`src/rtl/tse_reg_pkg.sv`:
```
// Shared definitions for the TSE MAC register interface: FSM states, register map
// and command_config bit layout. Also imported by the MAC config master.
package tse_reg_pkg;

  localparam logic [2:0] ST_INIT   = 3'd0;
  localparam logic [2:0] ST_IDLE   = 3'd1;
  localparam logic [2:0] ST_WAIT   = 3'd2;
  localparam logic [2:0] ST_COMMIT = 3'd3;
  localparam logic [2:0] ST_SWRST  = 3'd4;

  typedef enum logic [2:0] {
    S_INIT   = ST_INIT,
    S_IDLE   = ST_IDLE,
    S_WAIT   = ST_WAIT,
    S_COMMIT = ST_COMMIT,
    S_SWRST  = ST_SWRST
  } state_t;

  localparam logic [7:0] ADDR_REV     = 8'h00;
  localparam logic [7:0] ADDR_SCRATCH = 8'h01;
  localparam logic [7:0] ADDR_CMD     = 8'h02;
  localparam logic [7:0] ADDR_MAC0    = 8'h03;
  localparam logic [7:0] ADDR_MAC1    = 8'h04;
  localparam logic [7:0] ADDR_FRM_LEN = 8'h05;

  localparam int TX_ENA_pos    = 0;
  localparam int RX_ENA_pos    = 1;
  localparam int ETH_SPEED_pos = 3;
  localparam int PROMIS_EN_pos = 4;
  localparam int SW_RESET_pos  = 13;

  localparam logic [31:0] CMD_WMASK = 32'h0000_201B;
  // Bits dropped when a software reset completes: tx/rx enables and the reset bit itself.
  localparam logic [31:0] CMD_SWRST_CLR = 32'h0000_2003;

endpackage

```
`src/rtl/tse_reg_if.sv`:
```
// Register bus between the MAC config master and the register responder.
interface tse_reg_if;
  logic [7:0]  reg_addr;
  logic [31:0] reg_data_in;
  logic        reg_rd;
  logic        reg_wr;
  logic [31:0] reg_data_out;
  logic        reg_busy;

  modport master (output reg_addr, reg_data_in, reg_rd, reg_wr,
                  input  reg_data_out, reg_busy);
  modport slave  (input  reg_addr, reg_data_in, reg_rd, reg_wr,
                  output reg_data_out, reg_busy);
endinterface

```
`src/rtl/tse_reg_file.sv`:
```
// Register storage, write decode and read mux for the TSE register map.
module tse_reg_file
  import tse_reg_pkg::*;
#(
  parameter logic [31:0] REV_VALUE   = 32'h0000_0901,
  parameter logic [15:0] MAX_FRM_RST = 16'd1518
) (
  input  logic        clk,
  input  logic        rst,
  input  logic        i_we,
  input  logic [7:0]  i_addr,
  input  logic [31:0] i_wdata,
  input  logic        i_swrst_done,
  output logic [31:0] o_rdata,
  output logic        o_tx_ena,
  output logic        o_rx_ena,
  output logic        o_eth_speed,
  output logic        o_promis_en,
  output logic [47:0] o_mac_addr,
  output logic [15:0] o_max_frm_len
);

  logic [31:0] r_scratch;
  logic [31:0] r_cmd;
  logic [31:0] r_mac0;
  logic [15:0] r_mac1;
  logic [15:0] r_frm;

  always_ff @(posedge clk) begin
    if (rst) begin
      r_scratch <= '0;
      r_cmd     <= '0;
      r_mac0    <= '0;
      r_mac1    <= '0;
      r_frm     <= MAX_FRM_RST;
    end else begin
      if (i_we) begin
        case (i_addr)
          ADDR_SCRATCH: r_scratch <= i_wdata;
          ADDR_CMD:     r_cmd     <= i_wdata & CMD_WMASK;
          ADDR_MAC0:    r_mac0    <= i_wdata;
          ADDR_MAC1:    r_mac1    <= i_wdata[15:0];
          ADDR_FRM_LEN: r_frm     <= i_wdata[15:0];
          default: ;
        endcase
      end
      if (i_swrst_done)
        r_cmd <= r_cmd & ~CMD_SWRST_CLR;
    end
  end

  always_comb begin
    o_rdata = '0;
    case (i_addr)
      ADDR_REV:     o_rdata = REV_VALUE;
      ADDR_SCRATCH: o_rdata = r_scratch;
      ADDR_CMD:     o_rdata = r_cmd;
      ADDR_MAC0:    o_rdata = r_mac0;
      ADDR_MAC1:    o_rdata = {16'h0000, r_mac1};
      ADDR_FRM_LEN: o_rdata = {16'h0000, r_frm};
      default:      o_rdata = '0;
    endcase
  end

  assign o_tx_ena      = r_cmd[TX_ENA_pos];
  assign o_rx_ena      = r_cmd[RX_ENA_pos];
  assign o_eth_speed   = r_cmd[ETH_SPEED_pos];
  assign o_promis_en   = r_cmd[PROMIS_EN_pos];
  assign o_mac_addr    = {r_mac1, r_mac0};
  assign o_max_frm_len = r_frm;

endmodule

```
`src/rtl/tse_reg_responder.sv`:
```
// Register-slave end of the TSE MAC control interface: access FSM, busy timing and
// protocol-error detection around the tse_reg_file storage.
module tse_reg_responder
  import tse_reg_pkg::*;
#(
  parameter int          ACCESS_LAT  = 2,
  parameter int          INIT_CYCLES = 8,
  parameter logic [31:0] REV_VALUE   = 32'h0000_0901,
  parameter logic [15:0] MAX_FRM_RST = 16'd1518
) (
  input  logic         clk,
  input  logic         rst,
  tse_reg_if.slave     reg_bus,
  output logic         tx_ena,
  output logic         rx_ena,
  output logic         eth_speed,
  output logic         promis_en,
  output logic [47:0]  mac_addr,
  output logic [15:0]  max_frm_len,
  output logic         proto_err
);

  localparam int CNT_W = 16;

  state_t             r_state;
  logic [CNT_W-1:0]   r_cnt;
  logic [7:0]         r_addr;
  logic [31:0]        r_wdata;
  logic               r_is_wr;
  logic [31:0]        r_data_out;
  logic               r_proto_err;

  logic               w_strobe;
  logic               w_idle;
  logic               w_we;
  logic               w_swrst_done;
  logic               w_swrst_req;
  logic [31:0]        w_rdata;

  assign w_strobe     = reg_bus.reg_rd | reg_bus.reg_wr;
  assign w_idle       = (r_state == S_IDLE);
  assign w_we         = (r_state == S_COMMIT) && r_is_wr;
  assign w_swrst_done = (r_state == S_SWRST) && (r_cnt == '0);
  assign w_swrst_req  = r_is_wr && (r_addr == ADDR_CMD) && r_wdata[SW_RESET_pos];

  // Captured command; only meaningful while an access is in flight, so no reset needed.
  always_ff @(posedge clk) begin
    if (w_idle && w_strobe) begin
      r_addr  <= reg_bus.reg_addr;
      r_wdata <= reg_bus.reg_data_in;
    end
  end

  always_ff @(posedge clk) begin
    if (rst) begin
      r_state     <= S_INIT;
      r_cnt       <= CNT_W'(INIT_CYCLES - 1);
      r_is_wr     <= 1'b0;
      r_data_out  <= '0;
      r_proto_err <= 1'b0;
    end else begin
      r_proto_err <= w_strobe && (!w_idle || (reg_bus.reg_rd && reg_bus.reg_wr));
      case (r_state)
        S_INIT: begin
          if (r_cnt == '0) r_state <= S_IDLE;
          else             r_cnt   <= r_cnt - 1'b1;
        end
        S_IDLE: begin
          if (w_strobe) begin
            r_is_wr <= reg_bus.reg_wr;
            if (ACCESS_LAT == 0) begin
              r_state <= S_COMMIT;
            end else begin
              r_state <= S_WAIT;
              r_cnt   <= CNT_W'(ACCESS_LAT - 1);
            end
          end
        end
        S_WAIT: begin
          if (r_cnt == '0) r_state <= S_COMMIT;
          else             r_cnt   <= r_cnt - 1'b1;
        end
        S_COMMIT: begin
          if (!r_is_wr) r_data_out <= w_rdata;
          if (w_swrst_req) begin
            r_state <= S_SWRST;
            r_cnt   <= CNT_W'(INIT_CYCLES - 1);
          end else begin
            r_state <= S_IDLE;
          end
        end
        S_SWRST: begin
          if (r_cnt == '0) r_state <= S_IDLE;
          else             r_cnt   <= r_cnt - 1'b1;
        end
        default: r_state <= S_INIT;
      endcase
    end
  end

  tse_reg_file #(
    .REV_VALUE   (REV_VALUE),
    .MAX_FRM_RST (MAX_FRM_RST)
  ) u_reg_file (
    .clk           (clk),
    .rst           (rst),
    .i_we          (w_we),
    .i_addr        (r_addr),
    .i_wdata       (r_wdata),
    .i_swrst_done  (w_swrst_done),
    .o_rdata       (w_rdata),
    .o_tx_ena      (tx_ena),
    .o_rx_ena      (rx_ena),
    .o_eth_speed   (eth_speed),
    .o_promis_en   (promis_en),
    .o_mac_addr    (mac_addr),
    .o_max_frm_len (max_frm_len)
  );

  assign reg_bus.reg_busy     = !w_idle;
  assign reg_bus.reg_data_out = r_data_out;
  assign proto_err            = r_proto_err;

endmodule

```
`src/flat_wrapper.sv`:
```
// flat-port wrapper written by rule: the top's interface ports become plain ports
module tse_reg_responder_flat import tse_reg_pkg::*;
#(
  parameter int          ACCESS_LAT  = 2,
  parameter int          INIT_CYCLES = 8,
  parameter logic [31:0] REV_VALUE   = 32'h0000_0901,
  parameter logic [15:0] MAX_FRM_RST = 16'd1518
)
  (clk, rst, tx_ena, rx_ena, eth_speed, promis_en, mac_addr, max_frm_len, proto_err, reg_bus_reg_addr, reg_bus_reg_data_in, reg_bus_reg_rd, reg_bus_reg_wr, reg_bus_reg_data_out, reg_bus_reg_busy);
  tse_reg_if reg_bus_i ();
  input  logic clk;
  input  logic rst;
  output logic tx_ena;
  output logic rx_ena;
  output logic eth_speed;
  output logic promis_en;
  output logic [47:0] mac_addr;
  output logic [15:0] max_frm_len;
  output logic proto_err;
  input wire logic [$bits(reg_bus_i.reg_addr)-1:0] reg_bus_reg_addr;
  input wire logic [$bits(reg_bus_i.reg_data_in)-1:0] reg_bus_reg_data_in;
  input wire logic [$bits(reg_bus_i.reg_rd)-1:0] reg_bus_reg_rd;
  input wire logic [$bits(reg_bus_i.reg_wr)-1:0] reg_bus_reg_wr;
  output wire logic [$bits(reg_bus_i.reg_data_out)-1:0] reg_bus_reg_data_out;
  output wire logic [$bits(reg_bus_i.reg_busy)-1:0] reg_bus_reg_busy;
  assign reg_bus_i.reg_addr = reg_bus_reg_addr;
  assign reg_bus_i.reg_data_in = reg_bus_reg_data_in;
  assign reg_bus_i.reg_rd = reg_bus_reg_rd;
  assign reg_bus_i.reg_wr = reg_bus_reg_wr;
  assign reg_bus_reg_data_out = reg_bus_i.reg_data_out;
  assign reg_bus_reg_busy = reg_bus_i.reg_busy;
  tse_reg_responder #(.ACCESS_LAT(ACCESS_LAT), .INIT_CYCLES(INIT_CYCLES), .REV_VALUE(REV_VALUE), .MAX_FRM_RST(MAX_FRM_RST)) u_core (.clk(clk), .rst(rst), .reg_bus(reg_bus_i), .tx_ena(tx_ena), .rx_ena(rx_ena), .eth_speed(eth_speed), .promis_en(promis_en), .mac_addr(mac_addr), .max_frm_len(max_frm_len), .proto_err(proto_err));
endmodule
```
`config.mk`:
```
export PLATFORM = sky130hd
export DESIGN_NAME = tse_reg_responder_flat
export DESIGN_NICKNAME = d
export VERILOG_FILES = /design/src/rtl/tse_reg_pkg.sv /design/src/rtl/tse_reg_if.sv /design/src/rtl/tse_reg_file.sv /design/src/rtl/tse_reg_responder.sv /design/src/flat_wrapper.sv
export SDC_FILE = /design/constraint.sdc
export NUM_CORES = 1
export LEC_CHECK = 0
export ABC_AREA = 1
export CORE_MARGIN = 5
export CORE_UTILIZATION = 56
export CTS_CLUSTER_DIAMETER = 200
export CTS_CLUSTER_SIZE = 8
export DETAILED_ROUTE_END_ITERATION = 6
export GPL_ROUTABILITY_DRIVEN = 0
export HOLD_SLACK_MARGIN = 0.1
export PLACE_DENSITY_LB_ADDON = 0.2
export SYNTH_ARGS = -nofsm -noshare
export SYNTH_HDL_FRONTEND = slang
export SYNTH_SLANG_ARGS = --single-unit
export TNS_END_PERCENT = 30
```
`constraint.sdc`:
```
create_clock -name clk -period 7.26 [get_ports clk]
set_input_delay 1.452 -clock clk [delete_from_list [all_inputs] [get_ports clk]]
set_output_delay 1.452 -clock clk [all_outputs]
set_load 0.005 [all_outputs]
```
## Word-level counts from Yosys, hierarchy flattened

Cells that the tools add are included.

| word-level totals | value |
|---|---|
| bits in registers | 194 |
| input port bits | 44 |
| output and inout port bits | 102 |
| logic and storage cells | 67 |

| operators by class | value |
|---|---|
| add/sub/neg operators | 1 |
| equality and inequality tests | 14 |
| muxes and demuxes | 10 |
| bitwise operators | 3 |
| reductions and logical operators | 26 |

Operators by type and width:

| operator | count |
|---|---|
| $pmux 32 s6 | 1 |
| $mux 16 | 3 |
| $pmux 16 s3 | 1 |
| $eq 8x2->1 const B | 2 |
| $eq 8x3->1 const B | 2 |
| $logic_not 16->1 | 1 |
| $sub 16x1->16 const B | 1 |
| $reduce_and 2->1 | 7 |
| $mux 3 | 4 |
| $pmux 3 s4 | 1 |
| $eq 8x1->1 const B | 1 |
| $logic_not 8->1 | 1 |
| $ne 2x1->1 const B | 4 |
| $logic_and 1x1->1 | 7 |
| $eq 3x2->1 const B | 2 |
| $reduce_and 3->1 | 2 |
| $reduce_and 4->1 | 1 |
| $reduce_or 2->1 | 2 |
| $eq 3x1->1 const B | 1 |
| $eq 3x3->1 const B | 1 |
| $logic_not 3->1 | 1 |
| $reduce_bool 3->1 | 1 |
| $reduce_or 3->1 | 1 |
| $ne 2x2->1 const B | 1 |
| 4 further kinds | 5 |

## Logic depth before layout (Yosys ltp)

| depth | value |
|---|---|
| depth after elaboration | 5 |
| mapped depth | 10 |
| depth with buffers taken out | 10 |

## Modules after synthesis

A second synthesis with hierarchy kept.

| second synthesis, totals | value |
|---|---|
| cells, all modules | 1,214 |
| area total of the unflattened synthesis | 8,773.4 sq um |

Modules (own cells, without submodules):

| module | instances | cells an instance | area each (sq um) | seq. area each (sq um) |
|---|---|---|---|---|
| tse_reg_file | 1 | 794 | 5,041.1 | 2,021.9 |
| tse_reg_responder | 1 | 420 | 3,732.3 | 2,262.2 |

## Worst setup path before layout

No wires, ideal clock.

| timing path | value |
|---|---|
| kind | input-to-reg |
| start | input reg_bus_reg_wr |
| end | register u_core.r_addr[0], enable pin |
| library setup time | 439 ps |
| arrival | 3,324 ps |
| required time | 6,821 ps |
| slack | 3,497 ps |
| cell stages on the path | 3 |
| buffers on the path | 0 |
| path through | or2_2 > inv_1 > nor2_1 |

| between the ends | value |
|---|---|
| word-level cells in the longest chain between the ends | 2 |

RTL lines:

| element | RTL line | RTL |
|---|---|---|
| from (decl) | flat_wrapper.sv:23 | `input wire logic [$bits(reg_bus_i.reg_wr)-1:0] reg_bus_reg_wr;` |
| $or 1x1->1 | tse_reg_responder.sv:40 | `assign w_strobe = reg_bus.reg_rd \| reg_bus.reg_wr;` |
| $logic_and 1x1->1 | tse_reg_responder.sv:48 | `if (w_idle && w_strobe) begin` |
| to (signal assigned) | tse_reg_responder.sv:49 | `r_addr <= reg_bus.reg_addr;` |
| to (decl) | tse_reg_responder.sv:27 | `logic [7:0] r_addr;` |

Every way passes these cells.
A chain may end at the register's enable or synchronous reset.

==> flow_metrics.env <==
export IMPL_fmax_ghz=0.3176
export IMPL_hold_class="register to register"
export IMPL_wl_per_cell_um=16.00
export IMPL_p_leak_nw=3.874
export IMPL_num_vias=7270
export IMPL_critPathKind="primary input to register"
export IMPL_antenna_left=0
export IMPL_postSynthAreaPerCell_um2=7.832
export IMPL_coreArea_um2=13880
export IMPL_numClockSinks=194
export IMPL_final_common_cell="nand2_1"
export IMPL_clk_latency_ps=430
export IMPL_ir_worst_vdd_v=0.0001706
export IMPL_drive_gt1_frac=0.05546
export IMPL_hold_buffers=0
export IMPL_worstPathArrival_ps=3440
export IMPL_skew_ps=8.038
export IMPL_ff2ff_setup_slack_ps=4110
export IMPL_post_cts_buffers=0
export IMPL_p_sw_mw=0.4715
export IMPL_slew_headroom=0.2052
export IMPL_cts_root_buf="clkbuf_16"
export IMPL_clockPowerShare=0.445
export IMPL_insertedDiodeCount=0
export IMPL_track_usage=0.2549
export IMPL_clk_pin_slew_ps=70
export IMPL_viasPerCell=5.524
export IMPL_fin_hold_ws_ps=464.3
export IMPL_cts_buffer_depth=2
export IMPL_die_w_um=128.9
export IMPL_place_area_um2=9371
export IMPL_final_nets=1168
export IMPL_grt_max_degree=73
export IMPL_syn_area_um2=7910
export IMPL_end_kind="register"
export IMPL_instances_no_fill=1316
export IMPL_overflow=0
export IMPL_placed_cells_incl_taps=1284
export IMPL_status="finished, final reports clean"
export IMPL_power_internal_mw=1.669
export IMPL_powerDensity_nw_per_um2=214.6
export IMPL_max_stage_delay_ps=720
export IMPL_finalSetupViolCount=0
export IMPL_power_frac_seq=0.519
export IMPL_final_cell_area_um2=9977
export IMPL_switching_share=0.2202
export IMPL_drc=0
export IMPL_cp_max_fo=72
export IMPL_io_pins=146
export IMPL_portBuffers=145
export IMPL_area_growth_pct=26.13
export IMPL_period_minus_slack_ps=3149
export IMPL_grt_pass1_wl_mm=33.57
export IMPL_dieHeight_um=128.9
export IMPL_drt_iter0_markers=749
export IMPL_synth_seq_cells=194
export IMPL_rsz0062_at_grt="no"
export IMPL_p_comb_frac=0.035
export IMPL_cp_slowest_cell="buf_2"
export IMPL_cts_resized=0
export IMPL_utilization=0.7188
export IMPL_maxSlewViolCount=0
export IMPL_crit_chain="buf_2 -> inv_2 -> buf_4 -> o21ai_0 -> a21oi_1"
export IMPL_max_cap_violations=0
export IMPL_hold_viol=0
export IMPL_yosysWarnings=0
export IMPL_ctsHtreeMaxLevel=4
export IMPL_start_util=0.5699
export IMPL_worstPathRequired_ps=7550
export IMPL_tritoncts_num_buffers=17
export IMPL_tns_ps=0
export IMPL_drt_wl_total_mm=21.06
export IMPL_grt_pass1_vias=6750
export IMPL_worst_slew_pin_slew_ps=1188
export IMPL_synthCells=1010
export IMPL_synth_nets=1055
export IMPL_startpoint_type="primary input"
export IMPL_final_cell_mix="nand2_1, nor2_1, dfxtp_1"
export IMPL_rows=43
export IMPL_antenna_found_initial=0
export IMPL_dieArea_um2=16600
export IMPL_fin_crit_sh=0.4337
export IMPL_synth_cell_types=27
export IMPL_firstDrtPassIters=5
export IMPL_synth_seq_area_share=0.5416
export IMPL_cts_tree="yes"
export IMPL_dp_hpwl_mm=13.62
==> critical path, delay by kind of cell <==
family	cells	cell delay [ps]
AO/OA/AOI/OAI	2	300
buffers and inverters	3	1640
==> per-layer routing <==
metal | global-route usage | vias to the layer above | wire, um
met2 | 0.4168 | 291 | 10100
met4 | 0.08277 | 0 | 401
met5 | 0 | - | 0
li1 | - | 3548 | -
met3 | 0.06019 | 36 | 1624
met1 | 0.3355 | 3395 | 8931
==> flip-flops by register name, indices dropped and copies added (netlist names) <==
signal / cells
u_core.r_is_wr: 1
u_core.r_cnt: 16
u_core.r_wdata: 32
u_core.u_reg_file.r_mac0: 32
u_core.r_state: 3
u_core.r_addr: 8
u_core.u_reg_file.o_max_frm_len: 16
u_core.u_reg_file.r_mac1: 16
u_core.u_reg_file.r_cmd: 5
u_core.reg_bus.reg_data_out: 32
u_core.proto_err: 1
u_core.u_reg_file.r_scratch: 32
==> cells by family (layout without fill, tap and decap cells) <==
kind of cell	Yosys count	in the layout	synth area share
xor+xnor	6	6	0.006643
flops	194	194	0.5416
fa+ha+maj	1	1	0.001582
simple gates	489	489	0.2556
buf+inv	112	238	0.05963
compound gates	208	208	0.1349
==> cell usage after synthesis <==
cell / instances / share of area
nand2_1: 215 / 0.10
nor2_1: 162 / 0.077
dfxtp_1: 154 / 0.39
o21ai_0: 104 / 0.066
a21oi_1: 93 / 0.059
nand3_1: 87 / 0.055
inv_1: 49 / 0.023
edfxtp_1: 40 / 0.15
clkbuf_1: 30 / 0.014
buf_2: 17 / 0.011
o211ai_1: 10 / 0.0095
inv_2: 8 / 0.0038
nand4_1: 7 / 0.0055
buf_4: 6 / 0.0057
nor2_2: 6 / 0.0047
xnor2_1: 4 / 0.0044
nand2_2: 3 / 0.0024
nor3_1: 3 / 0.0019
nand3_2: 2 / 0.0025
nor2_4: 2 / 0.0028
xor2_1: 2 / 0.0022
buf_1: 1 / 0.00047
buf_6: 1 / 0.0014
ha_1: 1 / 0.0016
nor3b_1: 1 / 0.00095
o22ai_1: 1 / 0.00079
or2_2: 1 / 0.00079
==> final cells by class <==
type	count	area [um2]
well taps	180	225.2
inverters	57	214.0
clock buffers	20	489.2
multi-input cells	704	3172
flip-flops and latches	194	4284
fillers	1115	3904
clock inverters	12	116.4
repair buffers	149	1476
==> power groups by stage <==
stage                     Combinational, mW  Sequential [mW]  Clock, mW
after CTS                            0.0753             1.11      0.952
after detailed placement             0.0747             1.14          0
after global placement               0.0733             1.14          0
after global routing                 0.0840             1.11      0.998
after floorplan                      0.0409             1.13          0
final                                0.0757             1.11      0.953
==> worst paths after layout <==
kind                                                       from                         endpoint  cells past startpoint
worst min register to register  u_core.reg_bus.reg_data_out[18]  u_core.reg_bus.reg_data_out[18]                      2
worst min-delay path            u_core.reg_bus.reg_data_out[18]  u_core.reg_bus.reg_data_out[18]                      2
worst max register to register                 u_core.r_addr[5]      u_core.u_reg_file.r_mac1[0]                      8
worst max-delay path                                        rst      u_core.u_reg_file.r_mac0[5]                      5
==> per-stage QoR <==
step                      total power, mW  setup WS, ps
after floorplan                     1.176          3497
after global placement              1.209          3765
after detailed placement            1.211          3734
after CTS                           2.139          4156
after global routing                2.194          3827
final                               2.141          4111
Power figures use the tool's default switching activity.
==> variant 1, RTL diff (same settings) <==
The localparam `CNT_W` goes from 16 to 18.
--- a/src/rtl/tse_reg_responder.sv
+++ b/src/rtl/tse_reg_responder.sv
@@ -20,7 +20,7 @@
   output logic         proto_err
 );
 
-  localparam int CNT_W = 16;
+  localparam int CNT_W = 18;
 
   state_t             r_state;
   logic [CNT_W-1:0]   r_cnt;
Check against the original RTL: same outputs for any inputs over 10 cycles, from zero or initial values and one cycle with rst high; that may be too few to reach the edited logic, so the function may still have changed.
==> variant 1 against the unedited design <==
- sequential cell count is 2 higher
- area after synthesis is 4.0% higher
- die area is 3.7% higher
- design area is 2.9% higher
- setup slack worse by 0.044 ns
- wire length is 3.7% higher
Power is not compared: it rests on default switching activity, and its combinational part moved more than twofold at a synthesized area within 25%.
==> variant 1: results (changes against the unedited design) <==
Status - complete, no violations (unchanged)
Clk pin slew, worst setup/hold paths - 0.07 ns (about the same)
Share of cells above drive strength 1 - 8.814% (was 5.546%)
Setup bufs post-CTS - 0 (unchanged)
Flop2flop setup slack - 4.47 ns (was 4.11 ns)
Crit path max-delay cell type - buf_4 (was buf_2)
DRT Pass-1 Iters - 7 (was 5)
Worst ir drop on vdd - 0.1753 mV
Leak pwr - 4.074 nW
Worst min path class - reg -> reg (unchanged)
Ys async rst share - 0% (unchanged)
Dpl ws - 3.696 ns (was 3.734 ns)
Initial antenna violation count - 0 (unchanged)
Worst skew pair latency - 0.43 ns (about the same)
First-pass GRT wire length - 35560 microns (was 33570 microns)
Initial DRC count - 823 (was 749)
CP arrival - 3.54 ns (was 3.44 ns)
Cell variety after synth - 36 (was 27)
Switching power - 0.7057 mW
Inserted Clock Buffers - 17 (unchanged)
Top_reg_cell synth - dfxtp_1 (unchanged)
Commonest cells in the netlist - nand2_1 (232), nor2_1 (191), dfxtp_1 (156) (was nand2_1 (215), nor2_1 (162), dfxtp_1 (154))
Root Driver - clkbuf_16 (unchanged)
Fillers - 1167 (was 1115)
Routed via count - 7339 (was 7270)
CP peak stage delay - 0.63 ns (was 0.72 ns)
Post-CTS resize count - 0 (unchanged)
Post-Place Cells - 1332 (was 1284)
Clock skew - 0.01289 ns (was 0.008038 ns)
Total GRT Usage - 24.97% (was 25.49%)
Pin count of the biggest net entering global routing - 69 (was 73)
PortBufs - 145 (unchanged)
Detailed-route wire length - 21850 microns (was 21060 microns)
DR WL/cell - 16.02 microns (was 16.00 microns)
Crit path max fanout - 68 (was 72)
Number of inserted diodes - 0 (unchanged)
Synth Net Count - 1094 (was 1055)
DP Area - 9702 sq um (was 9371 sq um)
Worst hold slack - 0.4649 ns (was 0.4643 ns)
EDFF count, synth - 40 (unchanged)
Post-Syn Area per Cell - 7.841 sq um (was 7.832 sq um)
Hpwl dp - 14340 microns (was 13620 microns)
Bufs on Longest Clock Path - 2 (unchanged)
Vias in the first global route - 6766 (was 6750)
Final hold vios - 0 (unchanged)
Fin nets - 1212 (was 1168)
CTS H-tree depth - 4 (unchanged)
Sequential share of the synthesized area - 52.57% (was 54.16%)
Tcrit/Tclk final - 43.97% (was 43.37%)
Synth area leaders - dfxtp_1 (38%), edfxtp_1 (15%), nand2_1 (11%), nor2_1 (8.7%), o21ai_1 (4.5%) (was dfxtp_1 (39%), edfxtp_1 (15%), nand2_1 (10%), nor2_1 (7.7%), o21ai_0 (6.6%))
Slew @ Worst Pin - 1.068 ns (was 1.188 ns)
Warnings, synthesis - 0 (unchanged)
-- variant 1: changes by cell type after synthesis, moves of 9 or more --
cell,change
a21oi_1,-26
inv_2,+9
nand2_1,+17
nand2_2,+11
nand3_1,-23
nor2_1,+29
o21ai_0,-54
o21ai_1,+74
-- variant 1: worst paths after layout --
path | from | to | depth (start not counted)
setup / recovery | rst | u_core.u_reg_file.r_cmd[13] | 6
hold / removal | u_core.reg_bus.reg_data_out[13] | u_core.reg_bus.reg_data_out[13] | 2
setup reg to reg | u_core.r_addr[5] | u_core.u_reg_file.r_mac0[18] | 9
hold reg to reg | u_core.reg_bus.reg_data_out[13] | u_core.reg_bus.reg_data_out[13] | 2
-- variant 1: logic make-up after synthesis --
| family | synth area share (%) |
|---|---|
| AOI/OAI and AO/OA | 12.75 |
| xor gates and xnor gates | 0.6389 |
| adders and majority gates | 0.1521 |
| buffers and inverters | 5.978 |
| DFF | 52.57 |
| and+or+nand+nor | 27.91 |
-- variant 1: layout make-up --
class / instances / area [sq um] / area share (%)
inverters: 64 / 246.5 / 2.401
well taps: 184 / 230.2 / 2.243
repair buffers: 150 / 1484 / 14.45
clock buffers: 18 / 439.2 / 4.278
flip-flops and latches: 196 / 4324 / 42.12
multi-input cells: 738 / 3417 / 33.28
clock inverters: 14 / 125.1 / 1.219
-- variant 1: power groups by stage --
stage | clock (mW) | sequential, mW | combinational [mW]
2_1_floorplan | 0 | 1.24 | 0.258
3_3_place_gp | 0 | 1.25 | 0.333
3_5_place_dp | 0 | 1.25 | 0.340
4_1_cts | 0.919 | 1.23 | 0.342
5_1_grt | 0.959 | 1.24 | 0.382
6_report | 0.907 | 1.23 | 0.341
-- variant 1: critical path, delay by kind of cell --
kind            cells  cell delay, ns
compound gates      2            0.51
buf+inv             4            1.54
-- variant 1: per-layer routing --
metal | global-route usage (%) | vias to the layer above | share of wire [%]
met2 | 38.83 | 273 | 47
li1 | - | 3629 | -
met3 | 5.696 | 20 | 7.9
met1 | 35.04 | 3417 | 44
met5 | 0 | - | 0
met4 | 7.275 | 0 | 1.6
==> variant 2, RTL diff (config.mk and constraints unchanged) <==
Made on the original files. Register the output `promis_en`, with the module's reset; this adds one clock of latency there. The other outputs are not delayed to match.
--- a/src/rtl/tse_reg_responder.sv
+++ b/src/rtl/tse_reg_responder.sv
@@ -21,6 +21,8 @@
 );
 
   localparam int CNT_W = 16;
+
+  logic promis_en_d;
 
   state_t             r_state;
   logic [CNT_W-1:0]   r_cnt;
@@ -112,7 +114,7 @@
     .o_tx_ena      (tx_ena),
     .o_rx_ena      (rx_ena),
     .o_eth_speed   (eth_speed),
-    .o_promis_en   (promis_en),
+    .o_promis_en   (promis_en_d),
     .o_mac_addr    (mac_addr),
     .o_max_frm_len (max_frm_len)
   );
@@ -121,5 +123,13 @@
   assign reg_bus.reg_data_out = r_data_out;
   assign proto_err            = r_proto_err;
 
+  always_ff @(posedge clk) begin
+    if (rst) begin
+      promis_en <= '0;
+    end else begin
+      promis_en <= promis_en_d;
+    end
+  end
+
 endmodule
 
Check against the original RTL: same outputs for any inputs over 10 cycles, from zero or initial values and one cycle with rst high; that may be too few to reach the edited logic, so the function may still have changed.
==> variant 2 against the unedited design <==
- setup slack worse by 0.022 ns
- global-route usage decreased by 0.69 points
- worst hold slack got worse by 0.0082 ns
- via count up 0.74%
- register-to-register slack gained 0.32 ns
- design area is 1.4% higher
- area after synthesis is 2.6% higher
- wire length up 0.74%
- first-iteration DRC count decreased by 2.5%
- sequential cell count is 1 higher
- highest routed layer unchanged
Power is not compared: it rests on default switching activity, and its combinational part moved more than twofold at a synthesized area within 25%.
==> variant 2: results (changes against the unedited design) <==
Hpwl dp - 13630 microns (was 13620 microns)
Pin count of the biggest net entering global routing - 85 (was 73)
Bufs on Longest Clock Path - 2 (unchanged)
Number of inserted diodes - 0 (unchanged)
Synth Area in XOR/XNOR - 0.4318% (was 0.6643%)
Worst ir drop on vdd - 0.2434 mV
Warnings, synthesis - 0 (unchanged)
Commonest cells in the netlist - nand2_1 (220), nor2_1 (163), dfxtp_1 (155) (was nand2_1 (215), nor2_1 (162), dfxtp_1 (154))
DR WL/cell - 15.76 microns (was 16.00 microns)
Setup bufs post-CTS - 0 (unchanged)
Met1 Resource Use GR - 33.30% (was 33.55%)
Slew @ Worst Pin - 1.072 ns (was 1.188 ns)
Status - complete, no violations (unchanged)
DRT Pass-1 Iters - 5 (unchanged)
Worst Hold End - u_core.u_reg_file.r_scratch[8] (was u_core.reg_bus.reg_data_out[18])
M3 GR Usage - 5.853% (was 6.019%)
Ys async rst share - 0% (unchanged)
Compound-gate portion of the synthesized area - 12.99% (was 13.49%)
Worst r2r src - u_core.r_addr[5] (unchanged)
Vias in the first global route - 6497 (was 6750)
Flop2flop setup slack - 4.43 ns (was 4.11 ns)
Adder-Cell Fraction of Synth Area - 0.1542% (was 0.1582%)
Comb pwr share - 14.4%
Routed via count - 7324 (was 7270)
Clk pin slew, worst setup/hold paths - 0.07 ns (about the same)
Worst skew pair latency - 0.43 ns (about the same)
Leak pwr - 3.933 nW
Fin nets - 1194 (was 1168)
GRT met2 Usage - 40.62% (was 41.68%)
Fillers - 1141 (was 1115)
Reg2reg end - u_core.u_reg_file.r_mac1[0] (unchanged)
Mux contribution to synthesized area - 0% (unchanged)
Synth Net Count - 1080 (was 1055)
Launch point of the worst path - u_core.r_state[1] (was rst)
Crit path max fanout - 5 (was 72)
Top_reg_cell synth - dfxtp_1 (unchanged)
CP arrival - 1.72 ns (was 3.44 ns)
Clock skew - 0.008515 ns (was 0.008038 ns)
Cell variety after synth - 30 (was 27)
Sequential share of the synthesized area - 53.05% (was 54.16%)
Initial DRC count - 730 (was 749)
Cells on worst reg2reg path - 9 (was 8)
Cell-internal power - 1.797 mW
Synth area leaders - dfxtp_1 (38%), edfxtp_1 (15%), nand2_1 (10%), nor2_1 (7.5%), o21ai_0 (6.2%) (was dfxtp_1 (39%), edfxtp_1 (15%), nand2_1 (10%), nor2_1 (7.7%), o21ai_0 (6.6%))
Drt via density - 5.441 (was 5.524)
CP endpoint - reg_bus_reg_busy (was u_core.u_reg_file.r_mac0[5])
Sw frac - 27.65%
Share of cells above drive strength 1 - 5.938% (was 5.546%)
First-pass GRT wire length - 33210 microns (was 33570 microns)
Clk pwr - 0.896 mW
Total GRT Usage - 24.79% (was 25.49%)
Hold path depth - 2 (unchanged)
Post-Syn Instances - 1035 (was 1010)
Worst min path class - reg -> reg (unchanged)
Post-CTS resize count - 0 (unchanged)
Inserted Clock Buffers - 17 (unchanged)
Post-Place Cells - 1314 (was 1284)
Hold Startpoint - u_core.u_reg_file.r_scratch[8] (was u_core.reg_bus.reg_data_out[18])
CTS H-tree depth - 4 (unchanged)
[variant 2: worst max-delay path, stage by stage (launching register included)]
cell	delay, ns
dfxtp_1	0.47
nor3_2	0.10
inv_1	0.18
clkdlybuf4s50_1	0.55
[variant 2: routing by layer]
layer / vias to the layer above / wire length (microns)
met5: - / 0
met4: 0 / 277
met3: 26 / 1656
met2: 261 / 10190
met1: 3404 / 9095
li1: 3633 / -
[variant 2: area by class of cell]
cell class	count	area (sq um)	area share, %
Sequential cell	195	4304	42.55
Multi-Input combinational cell	721	3288	32.51
Timing Repair Buffer	150	1484	14.67
Clock buffer	24	491.7	4.861
Inverter	64	240.2	2.375
Tap cell	184	230.2	2.276
Clock inverter	8	76.32	0.7546
[variant 2: per-stage QoR]
step                setup WS [ns]  hold WS [ns]  instance area [sq um]
floorplan                   3.612        0.4245                   8113
global placement            3.923        0.4369                   9547
detailed placement          3.858        0.4435                   9547
CTS                         4.084        0.4524                  10110
global route                4.010        0.4736                  10110
finish                      4.089        0.4561                  10110
